[src/rtl/tank_game_pkg.sv]
// tank_game_pkg: shared encodings for the tank game logic.
// Holds facing/flight direction codes, playfield grid limits and the
// bullet launcher FSM state codes.
package tank_game_pkg;
    localparam logic [1:0] DIR_UP    = 2'b00;
    localparam logic [1:0] DIR_DOWN  = 2'b01;
    localparam logic [1:0] DIR_LEFT  = 2'b10;
    localparam logic [1:0] DIR_RIGHT = 2'b11;
    localparam logic [4:0] GRID_X_MAX = 5'd31;
    localparam logic [4:0] GRID_Y_MAX = 5'd23;
    localparam logic [2:0] IDLE     = 3'd0;
    localparam logic [2:0] ARM      = 3'd1;
    localparam logic [2:0] FLY      = 3'd2;
    localparam logic [2:0] HIT      = 3'd3;
    localparam logic [2:0] DONE     = 3'd4;
    localparam logic [2:0] COOLDOWN = 3'd5;
endpackage

[src/rtl/bullet_launcher_if.sv]
// bullet_launcher_if: link between the launcher (master) and the bullet module (slave).
// bul_state/bul_dir/x,y_bul_pos_in: launch control from launcher to bullet.
// x,y_bul_pos_out: bullet's current grid cell returned to the launcher.
interface bullet_launcher_if;
    logic       bul_state;
    logic [1:0] bul_dir;
    logic [4:0] x_bul_pos_in;
    logic [4:0] y_bul_pos_in;
    logic [4:0] x_bul_pos_out;
    logic [4:0] y_bul_pos_out;
    modport master (
        output bul_state, bul_dir, x_bul_pos_in, y_bul_pos_in,
        input  x_bul_pos_out, y_bul_pos_out
    );
    modport slave (
        input  bul_state, bul_dir, x_bul_pos_in, y_bul_pos_in,
        output x_bul_pos_out, y_bul_pos_out
    );
endinterface

[src/rtl/bul_edge_chk.sv]
// bul_edge_chk: flags a bullet sitting on the playfield edge it is travelling toward.
// Ports: x, y (grid cell), dir (travel direction) in; at_edge out.
module bul_edge_chk
    import tank_game_pkg::*;
#(
    parameter logic [4:0] X_MAX = GRID_X_MAX,
    parameter logic [4:0] Y_MAX = GRID_Y_MAX
) (
    input  logic [4:0] x,
    input  logic [4:0] y,
    input  logic [1:0] dir,
    output logic       at_edge
);
    assign at_edge = dir == DIR_UP   ? y == 5'd0  :
                     dir == DIR_DOWN ? y == Y_MAX :
                     dir == DIR_LEFT ? x == 5'd0  : x == X_MAX;
endmodule

[src/rtl/bullet_launcher.sv]
// bullet_launcher: owns a tank's single bullet, launches it, detects hit/edge, enforces cooldown.
// Ports: clk_8Hz game tick; rst_n async active-low reset; fire debounced key level;
// tank_dir, x/y_tank_pos shooter pose; x/y_enemy_pos enemy cell (sampled live);
// bus (master) launch control to and position feedback from the bullet module;
// hit one-tick strike pulse; score saturating hit count; busy high outside IDLE.
// Build option: define BULLET_AUTO_FIRE_EN to relaunch straight from COOLDOWN while fire is held.
module bullet_launcher
    import tank_game_pkg::*;
#(
    parameter int X_MAX      = 31,
    parameter int Y_MAX      = 23,
    parameter int COOL_TICKS = 4,
    parameter int FLIGHT_MAX = 40
) (
    input  logic               clk_8Hz,
    input  logic               rst_n,
    input  logic               fire,
    input  logic [1:0]         tank_dir,
    input  logic [4:0]         x_tank_pos,
    input  logic [4:0]         y_tank_pos,
    input  logic [4:0]         x_enemy_pos,
    input  logic [4:0]         y_enemy_pos,
    bullet_launcher_if.master  bus,
    output logic               hit,
    output logic [7:0]         score,
    output logic               busy
);
    logic [2:0] state;
    logic       fire_d;
    logic [5:0] flight_cnt;
    logic [3:0] cool_cnt;
    logic       at_edge;
    logic       on_enemy;
    logic       cool_end;
    logic       relaunch;
    logic       launch;

    bul_edge_chk #(.X_MAX(5'(X_MAX)), .Y_MAX(5'(Y_MAX))) u_edge (
        .x       (bus.x_bul_pos_out),
        .y       (bus.y_bul_pos_out),
        .dir     (bus.bul_dir),
        .at_edge (at_edge)
    );

`ifdef BULLET_AUTO_FIRE_EN
    assign relaunch = fire;
`else
    assign relaunch = 1'b0;
`endif

    assign on_enemy = bus.x_bul_pos_out == x_enemy_pos && bus.y_bul_pos_out == y_enemy_pos;
    assign cool_end = state == COOLDOWN && cool_cnt == 4'd1;
    assign launch   = (state == IDLE && fire && !fire_d) || (cool_end && relaunch);
    assign busy     = state != IDLE;

    always_ff @(posedge clk_8Hz or negedge rst_n) begin
        if (!rst_n) begin
            state            <= IDLE;
            fire_d           <= 1'b0;
            flight_cnt       <= '0;
            cool_cnt         <= '0;
            hit              <= 1'b0;
            score            <= '0;
            bus.bul_state    <= 1'b0;
            bus.bul_dir      <= '0;
            bus.x_bul_pos_in <= '0;
            bus.y_bul_pos_in <= '0;
        end else begin
            fire_d <= fire;
            hit    <= 1'b0;
            case (state)
                ARM: begin
                    state      <= FLY;
                    flight_cnt <= '0;
                end
                FLY: begin
                    if (on_enemy) begin
                        state         <= HIT;
                        hit           <= 1'b1;
                        bus.bul_state <= 1'b0;
                        score         <= score == 8'hFF ? score : score + 8'd1;
                    end else if (at_edge || flight_cnt == 6'(FLIGHT_MAX - 1)) begin
                        state         <= DONE;
                        bus.bul_state <= 1'b0;
                    end else begin
                        flight_cnt <= flight_cnt + 6'd1;
                    end
                end
                HIT, DONE: begin
                    state    <= COOLDOWN;
                    cool_cnt <= 4'(COOL_TICKS);
                end
                COOLDOWN: begin
                    cool_cnt <= cool_cnt - 4'd1;
                    state    <= cool_end ? IDLE : COOLDOWN;
                end
                default: state <= IDLE;
            endcase
            // A launch overrides the IDLE hold or the COOLDOWN exit chosen above.
            if (launch) begin
                state            <= ARM;
                bus.bul_state    <= 1'b1;
                bus.bul_dir      <= tank_dir;
                bus.x_bul_pos_in <= x_tank_pos;
                bus.y_bul_pos_in <= y_tank_pos;
            end
        end
    end
endmodule

[src/flat_wrapper.sv]
// flat-port wrapper written by rule: the top's interface ports become plain ports
module bullet_launcher_flat import tank_game_pkg::*;
#(
    parameter int X_MAX      = 31,
    parameter int Y_MAX      = 23,
    parameter int COOL_TICKS = 4,
    parameter int FLIGHT_MAX = 40
)
  (clk_8Hz, rst_n, fire, tank_dir, x_tank_pos, y_tank_pos, x_enemy_pos, y_enemy_pos, hit, score, busy, bus_bul_state, bus_bul_dir, bus_x_bul_pos_in, bus_y_bul_pos_in, bus_x_bul_pos_out, bus_y_bul_pos_out);
  bullet_launcher_if bus_i ();
  input  logic clk_8Hz;
  input  logic rst_n;
  input  logic fire;
  input  logic [1:0] tank_dir;
  input  logic [4:0] x_tank_pos;
  input  logic [4:0] y_tank_pos;
  input  logic [4:0] x_enemy_pos;
  input  logic [4:0] y_enemy_pos;
  output logic hit;
  output logic [7:0] score;
  output logic busy;
  output wire logic [$bits(bus_i.bul_state)-1:0] bus_bul_state;
  output wire logic [$bits(bus_i.bul_dir)-1:0] bus_bul_dir;
  output wire logic [$bits(bus_i.x_bul_pos_in)-1:0] bus_x_bul_pos_in;
  output wire logic [$bits(bus_i.y_bul_pos_in)-1:0] bus_y_bul_pos_in;
  input wire logic [$bits(bus_i.x_bul_pos_out)-1:0] bus_x_bul_pos_out;
  input wire logic [$bits(bus_i.y_bul_pos_out)-1:0] bus_y_bul_pos_out;
  assign bus_bul_state = bus_i.bul_state;
  assign bus_bul_dir = bus_i.bul_dir;
  assign bus_x_bul_pos_in = bus_i.x_bul_pos_in;
  assign bus_y_bul_pos_in = bus_i.y_bul_pos_in;
  assign bus_i.x_bul_pos_out = bus_x_bul_pos_out;
  assign bus_i.y_bul_pos_out = bus_y_bul_pos_out;
  bullet_launcher #(.X_MAX(X_MAX), .Y_MAX(Y_MAX), .COOL_TICKS(COOL_TICKS), .FLIGHT_MAX(FLIGHT_MAX)) u_core (.clk_8Hz(clk_8Hz), .rst_n(rst_n), .fire(fire), .tank_dir(tank_dir), .x_tank_pos(x_tank_pos), .y_tank_pos(y_tank_pos), .x_enemy_pos(x_enemy_pos), .y_enemy_pos(y_enemy_pos), .bus(bus_i), .hit(hit), .score(score), .busy(busy));
endmodule
[config.mk]
export PLATFORM = sky130hd
export DESIGN_NAME = bullet_launcher_flat
export DESIGN_NICKNAME = d
export VERILOG_FILES = /design/src/rtl/tank_game_pkg.sv /design/src/rtl/bullet_launcher_if.sv /design/src/rtl/bul_edge_chk.sv /design/src/rtl/bullet_launcher.sv /design/src/flat_wrapper.sv
export SDC_FILE = /design/constraint.sdc
export NUM_CORES = 1
export LEC_CHECK = 0
export CAP_MARGIN = 20
export CORE_UTILIZATION = 52
export CTS_BUF_LIST = sky130_fd_sc_hd__clkbuf_4 sky130_fd_sc_hd__clkbuf_8
export DETAILED_ROUTE_END_ITERATION = 6
export HOLD_SLACK_MARGIN = 0.08
export PLACE_DENSITY = 0.87
export SLEW_MARGIN = 0
export SYNTH_ARGS = -nofsm -noshare
export SYNTH_HDL_FRONTEND = slang
export SYNTH_SLANG_ARGS = --single-unit
[constraint.sdc]
create_clock -name clk_8Hz -period 5.4 [get_ports clk_8Hz]
set_input_delay 1.62 -clock clk_8Hz [delete_from_list [all_inputs] [get_ports clk_8Hz]]
set_output_delay 1.62 -clock clk_8Hz [all_outputs]
set_load 0.1 [all_outputs]
==> run_results.csv <==
group,metric,value,unit
run_status,run_status,"finished clean",
worst_setup_path,worstSetupPathType,"reg -> out",
sta,maxSlewViolCount,0,
cts,cts_sinks,36,
floorplan,die_w,62.95,um
synth,synth-edff-count,0,
sta,setup_viol,0,
sta,fin_crit,3.949,ns
place,port_buffers,57,
synth,syn_avg_cell_area,10.50,sq um
worst_setup_path,cp.required,3.78,ns
power_and_ir_drop,vdd_drop_max,0.5946,mV
synth,synth_top_area_cell,"dfrtp_1",
layout,area_growth,36.33,%
cts,post_cts_buffers,0,
synth,yosysMostFrequentCell,"dfrtp_1",
floorplan,floorplan.rows,21,
floorplan,die-area,3963,sq um
floorplan,start_util,56.13,%
cts,clk_pin_slew,0.08,ns
synth,yosys_warnings,0,
floorplan,io_pins,58,
layout,drive_above_1_share,12.81,%
synth,synth_cell_type_count,42,
worst_setup_path,max_stage_delay,1.14,ns
global_route,antenna_found_initial,0,
power_and_ir_drop,p_per_area,568.9,nW/um^2
global_route,grt_start_max_net_pins,37,
routing,first_iter_violations,84,
hold_path,min_path_type,"reg -> reg",
routing,wl_met2,2320,um
synth,ys.flop_type,"dfrtp_1",
routing,route.met3.wl,189,um
worst_setup_path,r2r_slack,3.21,ns
global_route,grt_pass1_wl,8038,um
sta,rsz0062_at_grt,"no",
hold_path,min_to,"u_core.bus.x_bul_pos_in[0]",
synth,synth.top_cell.area_share,46.63,%
cts,cts_buffer_depth,2,
job,drv_cap,0,
sta,finalCritPeriodShare,73.13,%
routing,wl,4681,um
routing,wl_met1,2114,um
floorplan,die_h,62.95,um
worst_setup_path,ff2ff_path_depth,3,
synth,ys_top_cells_by_area,"dfrtp_1 47%, mux2_2 8.7%, xor2_1 4.1%",
routing,routed.top_layer,"met4",
layout,fillers,245,
layout,final_cell_area,2634,sq um
routing,viasPerCell,5.632,
place,pre_cts_ws,1.468,ns
place,gp_congestion,0.8051,
cts,cts_tree,"done",
worst_setup_path,worstSetupStartpoint,"u_core.state[1]",
global_route,grt-ovfl-total,0,
routing,routed-via-count,1622,
cts,cts_resized,0,
sta,slew_headroom,34.19,%
cts,htree_levels,2,
sta,hold_violations,0,
cts,cts_root_buffer,"clkbuf_8",
routing,drtAntennaViolNets,0,
sta,skew,0.005251,ns
worst_setup_path,slowest_stage,"clkdlybuf4s50_1",
layout,antenna_cells,0,
global_route,grt_pass1_vias,1719,
routing,firstDrtPassIters,4,
sta,max_freq,0.2532,GHz
power_and_ir_drop,leakage,1.084,nW
global_route,grtUsageTotal,26.29,%
floorplan,core-area,3442,sq um
cts,hold_buffers,0,
synth,synth_seq_cells,36,
worst_setup_path,cp_cell_sequence,"or3_1 > clkdlybuf4s50_1",
cts,numCtsBuffers,5,
synth,async_flop_share,100.0,%
sta,tightest_slew,0.9840,ns
hold_path,hold_start,"u_core.bus.x_bul_pos_in[0]",
cts,clk-insertion-delay-late,0.30,ns
sta,worst_slack,1.451,ns
place,hpwl,3311,um
worst_setup_path,worstSetupStartpointType,"flip-flop",
sta,tns,0,ns
worst_setup_path,crit_path_end_kind,"output pin",
synth,synth_cells,184,
synth,ys_seq_area_share,46.63,%
worst_setup_path,critPathArrivalTime,2.33,ns
place,placed_area,2519,sq um
hold_path,holdPathStages,1,
routing,wire_per_inst,16.25,um
synth,yosys-top-cells-count,"36 x dfrtp_1, 18 x nand2_1, 15 x mux2_2",
layout,nNetsFinal,280,
routing,route.detailed.drc,0,
worst_setup_path,reg2reg_to,"u_core.bus.y_bul_pos_in[1]",
synth,syn_area,1932,sq um
worst_setup_path,crit_fanout,18,
synth,synth_nets,223,
worst_setup_path,r2r_start,"u_core.state[1]",
registers in the layout (all words and copies together) (netlist names):
| register | flops |
|---|---|
| u_core.score | 8 |
| u_core.bus.x_bul_pos_in | 5 |
| u_core.state | 3 |
| u_core.flight_cnt | 6 |
| u_core.bus.bul_dir | 2 |
| u_core.fire_d | 1 |
| u_core.cool_cnt | 4 |
| u_core.bus.y_bul_pos_in | 5 |
| u_core.bus.bul_state | 1 |
| u_core.hit | 1 |
cell families (layout without fill, tap and decap cells):
kind of cell               count (synthesis)  count (layout)  share of synthesized area [%]
and+or+nand+nor                           66              66                          18.78
AOI/OAI and AO/OA                         38              38                          13.67
DFF                                       36              36                          46.63
muxes                                     16              16                          9.262
xor gates and xnor gates                  15              15                          6.801
buffers and inverters                      9              67                          2.267
adders and majority gates                  4               4                          2.591
how the worst max path moves through the flow:
stage	cells after the start	slack [ns]	to
after floorplan	7	2.15	u_core.flight_cnt[4]
after global placement	6	1.53	u_core.score[1]
after detailed placement	6	1.47	u_core.score[1]
after CTS	2	1.45	busy
after global routing	2	1.35	busy
final	2	1.45	busy
per-layer routing:
| layer | vias to the layer above | global-route usage [%] |
|---|---|---|
| met5 | - | 0 |
| met4 | 0 | 8.721 |
| met3 | 6 | 6.387 |
| met2 | 34 | 43.55 |
| met1 | 800 | 33.41 |
| li1 | 782 | - |
stage by stage:
| stage | std cells | hold WS (ns) | util (%) | total power, mW |
|---|---|---|---|---|
| after floorplan | 184 | 0.4651 | - | 1.046 |
| after global placement | 280 | 0.4866 | 73.17 | 1.233 |
| after detailed placement | 280 | 0.4950 | 73.17 | 1.247 |
| after CTS | 288 | 0.5121 | 76.52 | 1.501 |
| after global routing | 288 | 0.5244 | 76.52 | 1.563 |
| final | 288 | 0.5100 | 76.52 | 1.498 |
placed cells by master, fill, tap and decap left out, drive strengths merged, types with 2 or more instances in the layout:
cell           instances
o31ai                  2
clkbuf                 5
or3                    2
a31oi                  3
xor2                   9
a21boi                 2
o21ai                 14
nor3b                  2
nand2b                 4
a21oi                  6
nor3                   2
or3b                   2
nand2                 18
o211ai                 3
clkdlybuf4s50         56
xnor2                  6
nor4                   3
ha                     4
nor2                   7
nand3                  4
nor2b                  5
mux2                  15
and3                   5
dfrtp                 36
nand4                  8
inv                    3
where the power goes:
part / switching, mW / internal (mW) / total, mW
registers: 0.103 / 0.357 / 0.460
logic: 0.556 / 0.235 / 0.791
clock network: 0.108 / 0.139 / 0.247
total: 0.767 / 0.732 / 1.50
final cells by class:
class                   count  area [sq um]  area share (%)
flip-flops and latches     36         900.9           34.20
multi-input cells         139         987.2           37.48
well taps                  46         57.56           2.185
inverters                   2         7.507          0.2850
clock buffers               5         68.82           2.613
clock inverters             3         46.29           1.758
repair buffers             57         565.5           21.47
worst max-delay path, delay by kind of cell, from the launching register on:
kind                   cells  cell delay [ns]
buffers and inverters      1             1.14
flip-flops                 1             0.68
AND/OR/NAND/NOR            1             0.20
Power figures use the tool's default switching activity.
==> RTL edit 1: new RTL, same settings <==
Make the reset (`rst_n`) synchronous in one clocked block. Comments in the files are not updated.
--- a/src/rtl/bullet_launcher.sv
+++ b/src/rtl/bullet_launcher.sv
@@ -54,5 +54,5 @@
     assign busy     = state != IDLE;
 
-    always_ff @(posedge clk_8Hz or negedge rst_n) begin
+    always_ff @(posedge clk_8Hz) begin
         if (!rst_n) begin
             state            <= IDLE;
Function: differs if rst_n is asserted again (counterexample within 4 cycles, from zero or initial values and one cycle with rst_n low); with rst_n held inactive, the same outputs for 10 cycles.
==> RTL edit 1 against the original RTL <==
- design area down 0.67%
- worst setup slack better by 0.16 ns
- area after synthesis up 2.5%
- largest cell class unchanged
- maximum frequency up 4.2%
- highest routed layer unchanged
- synthesized cell count up 29%
- via count up 21%
- sequential cell count unchanged
- first-iteration DRC count up 67%
- critical path depth unchanged
- routed wire length up 0.34%
- non-clock buffer count unchanged
Power is not compared: it rests on default switching activity, and its combinational part moved more than twofold at a synthesized area within 25%.
==> RTL edit 1: results (changes against the original RTL) <==
metric;value;unit;change
status;finished, final reports clean;;
fmax;0.264;GHz;+4.2%
top_regs;u_core.score (8), u_core.flight_cnt (6);;
drt_iter0_drc;140;;+67%
hold_violations;0;;unchanged
yosysSeqAreaShare;36.4;%;-10 points
cts_setup_buffers;0;;unchanged
grt_max_degree;33;;-11%
netlist_instances;237;;+29%
timing.rr.end;u_core.score[7]$_SDFFE_PN0P_;;
r2r_start;u_core.state[1]$_SDFFE_PP0P_;;
dp_hpwl;3.41;mm;+3.0%
reg2reg_slack;3.28;ns;+0.07 ns
cp_max_fo;11;;-7
synthFlopType;dfxtp_1;;
synthMuxAreaShare;0.505;%;-8.8 points
dr.pass1.iters;5;;+1
relSlewSlack;33.4;%;-0.80 points
leakagePower;0.897;nW;
async_reset_ff_share;0;%;-100 points
synth_fa_ha_area_share;2.53;%;-0.064 points
io_buffers;57;;unchanged
final.fill_count;317;;+29%
wl_per_cell;13.9;um;-14%
drive_gt1_share;8.30;%;-4.5 points
synth.distinct_cells;54;;+29%
ys_top_cells_by_area;dfxtp_1, nand2_1, a21oi_1, xnor2_1, nand4_1;;
synth_compound_area_share;19.1;%;+5.4 points
place.gp.congestion;0.776;;-3.6%
via_count;1963;;+21%
synth-xor-area-share;4.42;%;-2.4 points
track_usage;25.3;%;-1.0 points
synth_common_cells;nand2_1, dfxtp_1, a21oi_1, nor2_1, nand4_1;;
crit_path_max_incr_delay;1.14;ns;about the same
arrival;2.17;ns;-0.16 ns
grt_pass1_wl;8.25;mm;+2.7%
dp_slack;1.67;ns;+0.205 ns
final_net_count;327;;+17%
r2r_cells;4;;+1
drt_wl_total;4.70;mm;+0.34%
syn_nets;276;;+24%
fin_skew;0.00700;ns;+0.00175 ns
power.density;257;nW/um^2;
cts-resized-gates;0;;unchanged
dieArea;4060;um^2;+2.4%
placed_area;2520;um^2;+0.20%
htree_levels;2;;unchanged
hold_path_class;reg -> reg;;
path_class;reg -> out;;
==> RTL edit 1: worst min path at each step <==
stage / startpoint / end / slack [ns] / depth (start not counted)
after floorplan: u_core.cool_cnt[3]$_SDFFE_PN0P_ / u_core.cool_cnt[3]$_SDFFE_PN0P_ / 0.45 / 1
after global placement: u_core.bus.y_bul_pos_in[3]$_SDFFE_PN0P_ / u_core.bus.y_bul_pos_in[3]$_SDFFE_PN0P_ / 0.44 / 2
after detailed placement: u_core.bus.x_bul_pos_in[4]$_SDFFE_PN0P_ / u_core.bus.x_bul_pos_in[4]$_SDFFE_PN0P_ / 0.45 / 2
after CTS: u_core.bus.x_bul_pos_in[0]$_SDFFE_PN0P_ / u_core.bus.x_bul_pos_in[0]$_SDFFE_PN0P_ / 0.46 / 2
after global routing: u_core.bus.x_bul_pos_in[2]$_SDFFE_PN0P_ / u_core.bus.x_bul_pos_in[2]$_SDFFE_PN0P_ / 0.48 / 2
final: u_core.bus.x_bul_pos_in[4]$_SDFFE_PN0P_ / u_core.bus.x_bul_pos_in[4]$_SDFFE_PN0P_ / 0.45 / 2
==> RTL edit 1: layout make-up <==
class	count	share of cell area, %
clock inverter	2	0.383
sequential	36	27.5
clock buffer	6	3.16
inverter	5	0.717
timing repair buffer	57	21.8
multi-input combinational	183	44.1
tap	48	2.30
==> RTL edit 1: power breakdown <==
group	internal (mW)	total (mW)	switching (mW)	leakage [nW]
registers	0.277	0.290	0.0122	0.293
logic	0.0640	0.184	0.120	0.553
clock network	0.102	0.199	0.0973	0.0510
total	0.443	0.673	0.229	0.897
==> RTL edit 1: per-layer routing <==
| metal | GRT usage, % | routed length, um |
|---|---|---|
| met5 | 0 | 0 |
| met4 | 5.68 | 58 |
| met3 | 9.24 | 324 |
| met2 | 43.5 | 2300 |
| met1 | 29.6 | 2010 |
==> RTL edit 2: new RTL, same flow settings <==
Made on the original files. The option `BULLET_AUTO_FIRE_EN` is turned on by a define.
--- a/src/rtl/bullet_launcher.sv
+++ b/src/rtl/bullet_launcher.sv
@@ -5,4 +5,6 @@
 // hit one-tick strike pulse; score saturating hit count; busy high outside IDLE.
 // Build option: define BULLET_AUTO_FIRE_EN to relaunch straight from COOLDOWN while fire is held.
+`define BULLET_AUTO_FIRE_EN
+
 module bullet_launcher
     import tank_game_pkg::*;
Formal check against the unedited RTL: not equivalent (Yosys sat finds a counterexample within 10 cycles, from zero or initial values and one cycle with rst_n low).
==> RTL edit 2 against the original RTL <==
- area after synthesis is 0.45% lower
- worst setup slack better by 0.011 ns
- routed wire length is 4.7% lower
- total power is 3.2% lower
- largest power group unchanged
- via count is 0.74% higher
- critical path type unchanged
- clock power is 17% lower
- design area is 0.28% higher
- sequential cell count stayed put
==> RTL edit 2: results (changes against the original RTL) <==
metric;value;unit;change
min_to;u_core.cool_cnt[3]$_DFFE_PN0P_;;
ys_top_cells_by_area;dfrtp_1, mux2_2, xor2_1, o21ai_0, xnor2_1;;
path_clk_slew;0.07;ns;
cts-resized-gates;0;;unchanged
final.fill_count;238;;-2.9%
synth.distinct_cells;43;;+2.4%
grt_pass1_vias;1537;;-11%
grt-ovfl-total;0;;unchanged
dp_slack;1.67;ns;+0.203 ns
power;1.45;mW;-3.2%
fin_skew;0.00726;ns;+0.00201 ns
dr.pass1.iters;4;;unchanged
reg2reg_slack;3.17;ns;-0.04 ns
cp_max_fo;19;;+1
r2r_cells;4;;+1
clock_path_buffers;2;;unchanged
route.met3.wl;338;um;+79%
place.gp.congestion;0.803;;-0.32%
crit_path_max_incr_delay;1.12;ns;-0.02 ns
min_path_cells;1;;unchanged
syn_nets;221;;-0.90%
grt_pass1_wl;7.38;mm;-8.1%
met2_usage;38.9;%;-4.7 points
via_count;1634;;+0.74%
peakVddDrop;0.389;mV;-35%
grtUsageMet1;31.3;%;-2.1 points
cts_setup_buffers;0;;unchanged
yosysSeqAreaShare;46.8;%;+0.21 points
track_usage;24.4;%;-1.9 points
wl_per_cell;15.5;um;-4.4%
syn_avg_cell_area;10.6;um^2;+0.64%
yosysWarnings;0;;unchanged
cts_hold_buffers;0;;unchanged
dp_hpwl;3.03;mm;-8.4%
worst_slew_pin_slew;0.987;ns;+0.00265 ns
drt_iter0_drc;59;;-30%
timing.rr.end;u_core.score[1]$_DFFE_PN0P_;;
io_buffers;57;;unchanged
leakagePower;1.08;nW;about the same
status;finished, final reports clean;;
min-delay-start;u_core.cool_cnt[3]$_DFFE_PN0P_;;
drt_wl_total;4.46;mm;-4.7%
antennaDiodeCount;0;;unchanged
grt_use_met3;8.03;%;+1.6 points
drive_gt1_share;12.4;%;-0.36 points
wl_met2;2.08;mm;-10%
synth_common_cells;dfrtp_1, o21ai_0, mux2_2, nand2_1, xor2_1;;
wl_met1;1.97;mm;-7.0%
dp.cells;279;;-0.36%
-- RTL edit 2: layout make-up --
cell class	instances	share of cell area, %
clock buffers	7	3.65
inverters	6	0.853
flip-flops and latches	36	34.1
multi-input cells	133	36.8
repair buffers	59	22.4
well taps	46	2.18
-- RTL edit 2: stage by stage --
stage	utilization (%)	cell area (um^2)	hold WS, ns
after CTS	76.3	2630	0.496
after global routing	76.7	2640	0.517
final	76.7	2640	0.496
after global placement	73.5	2530	0.458
after floorplan	-	1920	0.439
after detailed placement	73.5	2530	0.477
-- RTL edit 2: cell families after synthesis --
group                      Yosys count  share of synthesized area [%]
AOI/OAI and AO/OA                   36                           12.8
adders and majority gates            4                           2.60
xor gates and xnor gates            15                           6.83
and+or+nand+nor                     64                           19.9
buffers and inverters               13                           2.86
DFF                                 36                           46.8
muxes                               14                           8.20
-- RTL edit 2: report_power, final --
part	internal [mW]	leakage, nW	switching [mW]
sequential	0.356	0.460	0.107
combinational	0.230	0.574	0.553
clock	0.114	0.0503	0.0911
